**config.mk**
```make
export PLATFORM = sky130hd
export DESIGN_NAME = adc16dv160_capture_packer
export DESIGN_NICKNAME = d
export VERILOG_FILES = /design/src/rtl/adc16dv160_pkg.sv /design/src/rtl/adc16dv160_sfifo.sv /design/src/rtl/adc16dv160_capture_packer.sv
export SDC_FILE = /design/constraint.sdc
export NUM_CORES = 1
export LEC_CHECK = 0
export BUFFER_PORTS_ARGS = -buffer_cell sky130_fd_sc_hd__buf_4
export CAP_MARGIN = 0
export CELL_PAD_IN_SITES_DETAIL_PLACEMENT = 1
export CELL_PAD_IN_SITES_GLOBAL_PLACEMENT = 1
export CORE_ASPECT_RATIO = 1.25
export CORE_MARGIN = 5
export CORE_UTILIZATION = 50
export DETAILED_ROUTE_END_ITERATION = 10
export PLACE_DENSITY_LB_ADDON = 0.1
export SETUP_SLACK_MARGIN = 0.4
export SLEW_MARGIN = 20
export SYNTH_ARGS = -nofsm -noshare
export SYNTH_HDL_FRONTEND = slang
export SYNTH_SLANG_ARGS = --single-unit
```
**constraint.sdc**
```tcl
create_clock -name adc_clk -period 13.09 [get_ports adc_clk]
set_clock_uncertainty 0.1 [all_clocks]
set_input_delay 2.618 -clock adc_clk [delete_from_list [all_inputs] [get_ports adc_clk]]
set_output_delay 2.618 -clock adc_clk [all_outputs]
set_load 0.01 [all_outputs]
```
**src/rtl/adc16dv160_pkg.sv**
```systemverilog
// Shared types and widths for the ADC16DV160 capture/packing path.
package adc16dv160_pkg;
  localparam int SAMPLE_W = 16;
  localparam int WORD_W   = 32;

  typedef enum logic [1:0] {
    IDLE    = 2'd0,
    CAPTURE = 2'd1,
    DRAIN   = 2'd2
  } cap_state_t;
endpackage

```
**src/rtl/adc16dv160_sfifo.sv**
```systemverilog
// First-word-fall-through sync FIFO with a registered output stage; the head
// entry stays counted in level until it is handshaken away.
module adc16dv160_sfifo #(
  parameter int WIDTH = 33,
  parameter int DEPTH = 16
) (
  input  logic                     clk,
  input  logic                     rst,
  input  logic                     wr_en,
  input  logic [WIDTH-1:0]         wr_data,
  input  logic                     mark_last,
  input  logic                     rd_en,
  output logic [WIDTH-1:0]         rd_data,
  output logic                     rd_valid,
  output logic                     full,
  output logic                     empty,
  output logic [$clog2(DEPTH):0]   level
);
  localparam int AW = $clog2(DEPTH);

  logic [WIDTH-2:0] data_mem [DEPTH];
  logic [DEPTH-1:0] last_bits;
  logic [AW-1:0]    wr_ptr, rd_ptr, rd_addr, last_addr;
  logic [AW:0]      count, avail;
  logic             pop, push, load, force_now;
  logic [WIDTH-2:0] out_data;
  logic             out_last, out_valid;

  assign full      = (count == (AW+1)'(DEPTH));
  assign empty     = (count == '0);
  assign level     = count;
  assign pop       = out_valid & rd_en;
  assign push      = wr_en & (!full | pop);
  assign rd_addr   = rd_ptr + AW'(pop);
  assign last_addr = wr_ptr - AW'(1);
  assign avail     = count - (AW+1)'(pop);
  assign load      = (!out_valid | pop) & (avail != '0);
  // A dropped final word moves the end-of-stream marker onto the newest stored entry.
  assign force_now = mark_last & !push & !empty;

  always_ff @(posedge clk) begin
    if (push) data_mem[wr_ptr] <= wr_data[WIDTH-2:0];
  end

  always_ff @(posedge clk or posedge rst) begin
    if (rst) begin
      wr_ptr    <= '0;
      rd_ptr    <= '0;
      count     <= '0;
      last_bits <= '0;
      out_data  <= '0;
      out_last  <= 1'b0;
      out_valid <= 1'b0;
    end else begin
      if (push) begin
        last_bits[wr_ptr] <= wr_data[WIDTH-1];
        wr_ptr            <= wr_ptr + AW'(1);
      end else if (force_now) begin
        last_bits[last_addr] <= 1'b1;
      end
      if (pop) rd_ptr <= rd_ptr + AW'(1);
      count <= count + (AW+1)'(push) - (AW+1)'(pop);
      if (load) begin
        out_data  <= data_mem[rd_addr];
        out_last  <= last_bits[rd_addr] | (force_now & (rd_addr == last_addr));
        out_valid <= 1'b1;
      end else begin
        if (pop) out_valid <= 1'b0;
        if (force_now && out_valid && rd_ptr == last_addr) out_last <= 1'b1;
      end
    end
  end

  assign rd_data  = {out_last, out_data};
  assign rd_valid = out_valid;
endmodule

```
**src/rtl/adc16dv160_capture_packer.sv**
```systemverilog
// Captures dsize words of paired 16-bit samples (ADC or ramp) after a start pulse
// and streams them out through a FWFT buffer with tlast on the final word.
module adc16dv160_capture_packer
  import adc16dv160_pkg::*;
#(
  parameter int FIFO_DEPTH = 16
) (
  input  logic                adc_clk,
  input  logic                adc_rst,
  input  logic [SAMPLE_W-1:0] adc_data,
  input  logic                test,
  input  logic                start,
  input  logic [31:0]         dsize,
  output logic                busy,
  output logic                pc,
  output logic                overflow,
  output logic [WORD_W-1:0]   m_axis_tdata,
  output logic [3:0]          m_axis_tkeep,
  output logic                m_axis_tlast,
  output logic                m_axis_tvalid,
  input  logic                m_axis_tready
);
  localparam int LW = $clog2(FIFO_DEPTH) + 1;

  cap_state_t          state;
  logic [SAMPLE_W-1:0] s_r, ramp, lo, sample;
  logic                test_r, half;
  logic [31:0]         word_cnt, word_cnt_max;
  logic                write_attempt, is_last_word, pop, drop, drain_done;
  logic                fifo_full, fifo_empty;
  logic [LW-1:0]       fifo_level;
  logic [WORD_W:0]     fifo_out;

  assign sample        = test_r ? ramp : s_r;
  assign write_attempt = (state == CAPTURE) & half;
  assign is_last_word  = (word_cnt == word_cnt_max - 32'd1);
  assign pop           = m_axis_tvalid & m_axis_tready;
  assign drop          = write_attempt & fifo_full & !pop;
  // Leave DRAIN on the edge that pops the last entry so pc rises with that handshake.
  assign drain_done    = fifo_empty | ((fifo_level == LW'(1)) & pop);

  always_ff @(posedge adc_clk or posedge adc_rst) begin
    if (adc_rst) begin
      state        <= IDLE;
      s_r          <= '0;
      test_r       <= 1'b0;
      ramp         <= '0;
      lo           <= '0;
      half         <= 1'b0;
      word_cnt     <= '0;
      word_cnt_max <= '0;
      pc           <= 1'b0;
      overflow     <= 1'b0;
    end else begin
      s_r    <= adc_data;
      test_r <= test;
      case (state)
        IDLE: begin
          if (start) begin
            if (dsize != 32'd0) begin
              state        <= CAPTURE;
              word_cnt_max <= dsize;
              word_cnt     <= '0;
              half         <= 1'b0;
              pc           <= 1'b0;
              overflow     <= 1'b0;
              ramp         <= '0;
            end else begin
              pc <= 1'b1;
            end
          end
        end
        CAPTURE: begin
          ramp <= ramp + 16'd1;
          half <= ~half;
          if (!half) begin
            lo <= sample;
          end else begin
            word_cnt <= word_cnt + 32'd1;
            if (drop) overflow <= 1'b1;
            if (is_last_word) state <= DRAIN;
          end
        end
        DRAIN: begin
          if (drain_done) begin
            state <= IDLE;
            pc    <= 1'b1;
          end
        end
        default: state <= IDLE;
      endcase
    end
  end

  adc16dv160_sfifo #(
    .WIDTH(WORD_W + 1),
    .DEPTH(FIFO_DEPTH)
  ) u_fifo (
    .clk      (adc_clk),
    .rst      (adc_rst),
    .wr_en    (write_attempt),
    .wr_data  ({is_last_word, sample, lo}),
    .mark_last(drop & is_last_word),
    .rd_en    (m_axis_tready),
    .rd_data  (fifo_out),
    .rd_valid (m_axis_tvalid),
    .full     (fifo_full),
    .empty    (fifo_empty),
    .level    (fifo_level)
  );

  assign busy         = (state != IDLE);
  assign m_axis_tdata = fifo_out[WORD_W-1:0];
  assign m_axis_tlast = fifo_out[WORD_W];
  assign m_axis_tkeep = 4'hF;
endmodule
```
Word level (Yosys, flattened, before mapping)
Memory sizes are Yosys's and may differ from the RTL's. A register that Yosys moved wholly into a read port is not among the register bits.
Cells that the tools add are included.
- register bits after elaboration: 149
- memory bits (writable): 512
- bits of input ports: 53
- memories: 1
- memory list (name ; depth ; width ; rd ports ; clocked after Yosys merged registers in ; wr ports ; line ; source):
    u_fifo.data_mem ; 16 ; 32 ; 1 ; 1 ; 1 ; adc16dv160_sfifo.sv:21 ; logic [WIDTH-2:0] data_mem [DEPTH];
- $add $sub $neg: 10
- $lt $le $gt $ge: 5
- equality and inequality tests: 13
- multiplexer cells: 39
- bitwise gates (word level): 17
- reduce and logical (&&, ||, !) cells: 26
- operators by type and width (cell ; count):
    32-bit two-way mux ; 3
    16-bit two-way mux ; 5
    32-bit case mux with 2 select lines ; 1
    32-bit by 1-bit adder with 32-bit output, second input constant ; 1
    32-bit equality test ; 1
    16-bit case mux with 2 select lines ; 1
    32-bit nonzero test ; 1
    32-bit by 1-bit subtractor with 32-bit output, second input constant ; 1
    16-bit by 1-bit adder with 16-bit output, second input constant ; 1
    16-bit bitwise mux ; 1
    1-bit two-way mux ; 16
    16-bit bitwise OR ; 1
    4-bit by 5-bit less-than comparator with 1-bit output, second input constant ; 3
    2-bit inequality test, second input constant ; 6
    2-bit nonzero test ; 6
    1-bit AND ; 11
    2-bit two-way mux ; 5
    5-bit AND reduction ; 2
    5-bit by 1-bit subtractor with 5-bit output ; 2
    3-bit AND reduction ; 3
    4-bit by 1-bit adder with 4-bit output, second input constant ; 2
    1-bit demux with 4-bit select ; 2
    4-bit equality test ; 2
    4-bit by 1-bit greater-or-equal comparator with 1-bit output, second input constant ; 2
    19 further kinds ; 31

Longest topological paths before layout
- word-level depth: 11
- mapped depth: 13
- mapped depth without buffers: 12

By module
From an unflattened synthesis, not the netlist that was laid out.
- cells, all modules: 1716
- area total of the unflattened synthesis: 29141.7 µm²
- modules (own cells, without submodules) (module ; times used ; cells each ; area an instance (µm²) ; seq. area each (µm²)):
    adc16dv160_sfifo ; 1 ; 1108 ; 22826.9 ; 16951.3
    adc16dv160_capture_packer ; 1 ; 608 ; 6314.8 ; 2952.8

Worst setup path before layout
OpenSTA, ideal clock, no wires.
- path type: input to register
- from: in m_axis_tready
- to: reg u_fifo.last_bits[3]
- arrival: 6.302 ns
- data required time: 12.882 ns
- slack: 6.580 ns
- cell stages on the path: 6
- path buffers: 0
- cell sequence: nand2_1 > a41oi_1 > nand2_1 > nor3_1 > a41oi_1 > o41ai_2
- word-level cells in the longest chain between the ends: 7
- elaborated cells on any way between the ends: 11
- classes of those cells: mux (1); bitwise (7); reduce/logical (3)
- ends and longest elaborated chain (item ; line ; source):
    from (decl) ; adc16dv160_capture_packer.sv:21 ; input logic m_axis_tready
    1-bit AND (*) ; adc16dv160_sfifo.sv:32 ; assign pop = out_valid & rd_en;
    1-bit bitwise OR (*) ; adc16dv160_sfifo.sv:33 ; assign push = wr_en & (!full | pop);
    1-bit AND (*) ; adc16dv160_sfifo.sv:33 ;
    net u_fifo.push ; adc16dv160_sfifo.sv:25 ; logic pop, push, load, force_now;
    1-bit zero test ; adc16dv160_sfifo.sv:39 ; assign force_now = mark_last & !push & !empty;
    1-bit AND (2 in series) ; adc16dv160_sfifo.sv:39 ;
    2-bit nonzero test (no line) ; - ;
    to (signal, indexed assignment) ; adc16dv160_sfifo.sv:56 ; last_bits[wr_ptr] <= wr_data[WIDTH-1];
    to (decl) ; adc16dv160_sfifo.sv:22 ; logic [DEPTH-1:0] last_bits;
The timed path passes the listed nets; every way through them passes the cells marked *.
A chain may end at the register's enable or synchronous reset.

Worst setup path in the final report
- from: in m_axis_tready
- to: reg u_fifo.out_data[23] (read register of u_fifo.data_mem)
- word-level cells in the longest chain between the ends: 4
- elaborated cells on any way between the ends: 6
- classes of those cells: add/sub (2); bitwise (3); reduce/logical (1)
- ends and longest elaborated chain (item ; line ; source):
    1-bit AND (*) ; - ;
    net pop ; adc16dv160_capture_packer.sv:29 ; logic write_attempt, is_last_word, pop, drop, drain_done;
    5-bit by 1-bit subtractor with 5-bit output ; adc16dv160_sfifo.sv:36 ; assign avail = count - (AW+1)'(pop);
    5-bit nonzero test ; adc16dv160_sfifo.sv:37 ; assign load = (!out_valid | pop) & (avail != '0);
    1-bit AND ; adc16dv160_sfifo.sv:37 ;
    to (decl) ; adc16dv160_sfifo.sv:26 ; logic [WIDTH-2:0] out_data;
Marks and branches as above.

==> impl_metrics.ini <==
[sta]
final-setup-viol-count = 0
finalMaxSlewViolations = 0
fin_ws_ns = 6.86
hold_viol = 0
rsz0062_at_grt = no
worst_pin_slew_ns = 1.05
min_period_ns = 6.23
finalSetupTns_ns = 0
max_clock_freq_ghz = 0.160
period_share = 0.476
slew-limit-headroom = 0.299

[floorplan]
die_area_um2 = 62300
fp.dieW_um = 224
die_h_um = 278
io_pins = 94
core_um2 = 57000
start_util = 0.503
fp-row-count = 98

[cts]
postCtsResizedCells = 0
cts_sinks = 693
ctsLongestPathBuffers = 3
hold_buffers = 0
cts_root_buf = clkbuf_16
numCtsBuffers = 70
cts_setup_buffers = 0
h-tree-depth = 3
insertion_delay_ns = 0.61
clk_pin_slew_worst_paths_ns = 0.06
cts_tree = yes

[global_route]
antenna_found_initial = 0
grt_remaining_overflow = 0
grt_pass1_wl_um = 108000
grt_pass1_vias = 16900
grt_use_total = 0.232
grt_max_degree = 114

[layout]
nFillCells = 5098
final_area_um2 = 32700
nets = 1789
area_delta_synth_final_pct = 13.9
drive_above_1_share = 0.291
num_antenna_cells = 0

[worst_setup_path]
critPathMaxFanout = 65
path_class = input port to flop
cpLargestDelayFamily = buffers and inverters
arrival_ns = 6.62
critPathLaunchType = input port
endpoint_kind = flop
path_common_cell = buf_4
path_buf_inv = 4
required_ns = 13.48
critPathMaxStageDelay_ns = 0.89
path_cells = buf_4 -> nand2_1 -> inv_1 -> ha_4 -> ha_4 -> buf_4 -> buf_4 -> mux4_2 -> mux4_2 -> mux2_2
critPathSlowestCell = buf_4

[status]
outcome = finished, final reports clean

[routing]
viasPerCell = 6.07
drtIter0Drc = 1122
post_drt_wl_per_cell_um = 28.3
vias = 15300
antenna_left = 0
drt_first_pass_iters = 5
routed_wirelength_um = 71300
drcViolationCount = 0

[synth]
yosys-top-cells-count = edfxtp_1 (512), dfrtp_1 (181), mux4_2 (164), mux2_2 (94), nor2_1 (83)
yosysWarnings = 0
syn_area_per_cell_um2 = 17.9
yosys.area.top_type_share = 0.536
synth-async-reset-ratio = 0.261
synth_cell_type_count = 61
yosysMostFrequentCell = edfxtp_1
ys_ff_latch = 693
syn_area_um2 = 28700
synth_edf_count = 512
synthCells = 1600
synthFlopType = edfxtp_1
synth_area_leader_cell = edfxtp_1
synthTopCellsByArea = edfxtp_1 (54%), dfrtp_1 (16%), mux4_2 (13%)
ys_seq_area_frac = 0.693

[placement]
port_buffers = 89
gp_congestion = 0.781
place_area_um2 = 30400
hpwlAfterDp_um = 40700
pre_cts_ws_ns = 6.25

[power]
leakage_nw = 11.4
power_density_nw_per_um2 = 239
vdd_drop_max_uv = 173

[min_path]
hold_path.class = flop to flop

[run]
maxCapViolations = 0
metrics by stage:
step	hold slack [ns]	cells	power, mW	utilization
after detailed placement	0.385	2393	5.90	0.533
after global placement	0.368	2393	5.82	0.533
after floorplan	0.351	1603	5.02	-
after CTS	0.404	2522	7.91	0.573
final	0.400	2522	7.81	0.573
after global routing	0.429	2522	8.18	0.573
worst min-delay path, cell delays in order (launching register included):
cell      delay (ns)
dfrtp_1         0.35
nand2b_1        0.07
o41ai_2         0.05
cells in the final DEF, fill, tap and decap left out, types with 25 or more instances in the layout:
cell,count
buf_4,115
edfxtp_1,512
nand2_1,51
clkbuf_1,25
mux2_2,94
nor2_1,70
clkbuf_16,73
o21ai_0,30
nor3_1,35
nand3_1,34
dfrtp_1,181
inv_1,27
nor4_1,29
mux4_2,164
xnor2_1,71
xor2_1,38
where the power goes:
part | switching, mW | internal, mW | leakage (nW)
clock | 0.828 | 1.17 | 1.11
sequential | 0.397 | 2.90 | 6.94
combinational | 1.28 | 1.24 | 3.32
kinds of logic after synthesis:
group,Yosys count,share of synthesized area
compound gates,102,0.0263
xor+xnor,111,0.0339
fa+ha+maj,21,0.00942
buf+inv,105,0.0153
flops,693,0.693
mux,260,0.166
other cells,1,0.000131
simple gates,307,0.0552
sequential cells by signal, summed over array words and instances, names as in the netlist:
register	flops
u_fifo.last_bits	16
half	1
u_fifo.out_last	1
word_cnt_max	32
test_r	1
u_fifo.rd_valid	1
state	2
word_cnt	32
u_fifo.rd_ptr	4
overflow	1
lo	16
u_fifo.level	5
u_fifo.data_mem	512
u_fifo.out_data	32
pc	1
ramp	16
s_r	16
u_fifo.wr_ptr	4
path summary, 6_finish.rpt:
path                            slack [ns]  depth (start not counted)                 from                   to
worst min-delay path                  0.40                          2  u_fifo.last_bits[2]  u_fifo.last_bits[2]
worst max register to register        8.48                          9      u_fifo.rd_valid  u_fifo.out_data[23]
worst max-delay path                  6.86                         10        m_axis_tready  u_fifo.out_data[23]
max in group asynchronous             9.51                          3              adc_rst  u_fifo.out_data[20]
worst min register to register        0.40                          2  u_fifo.last_bits[2]  u_fifo.last_bits[2]
min in group asynchronous             2.12                          2              adc_rst      u_fifo.level[3]
layout make-up:
type | count | area, µm² | area share
well taps | 750 | 938 | 0.0287
clock inverters | 24 | 270 | 0.00827
multi-input cells | 805 | 8560 | 0.262
clock buffers | 105 | 2020 | 0.0617
repair buffers | 117 | 895 | 0.0274
flip-flops and latches | 693 | 19900 | 0.609
inverters | 28 | 113 | 0.00344
routing by layer:
metal / wire length, µm / vias to the layer above / GRT usage
met5: 0 / - / 0
met4: 1800 / 0 / 0.0658
met3: 3290 / 120 / 0.0345
met2: 37700 / 426 / 0.410
met1: 28500 / 8202 / 0.302
li1: - / 6557 / -
No activity file was read; power rests on OpenSTA's default activity.
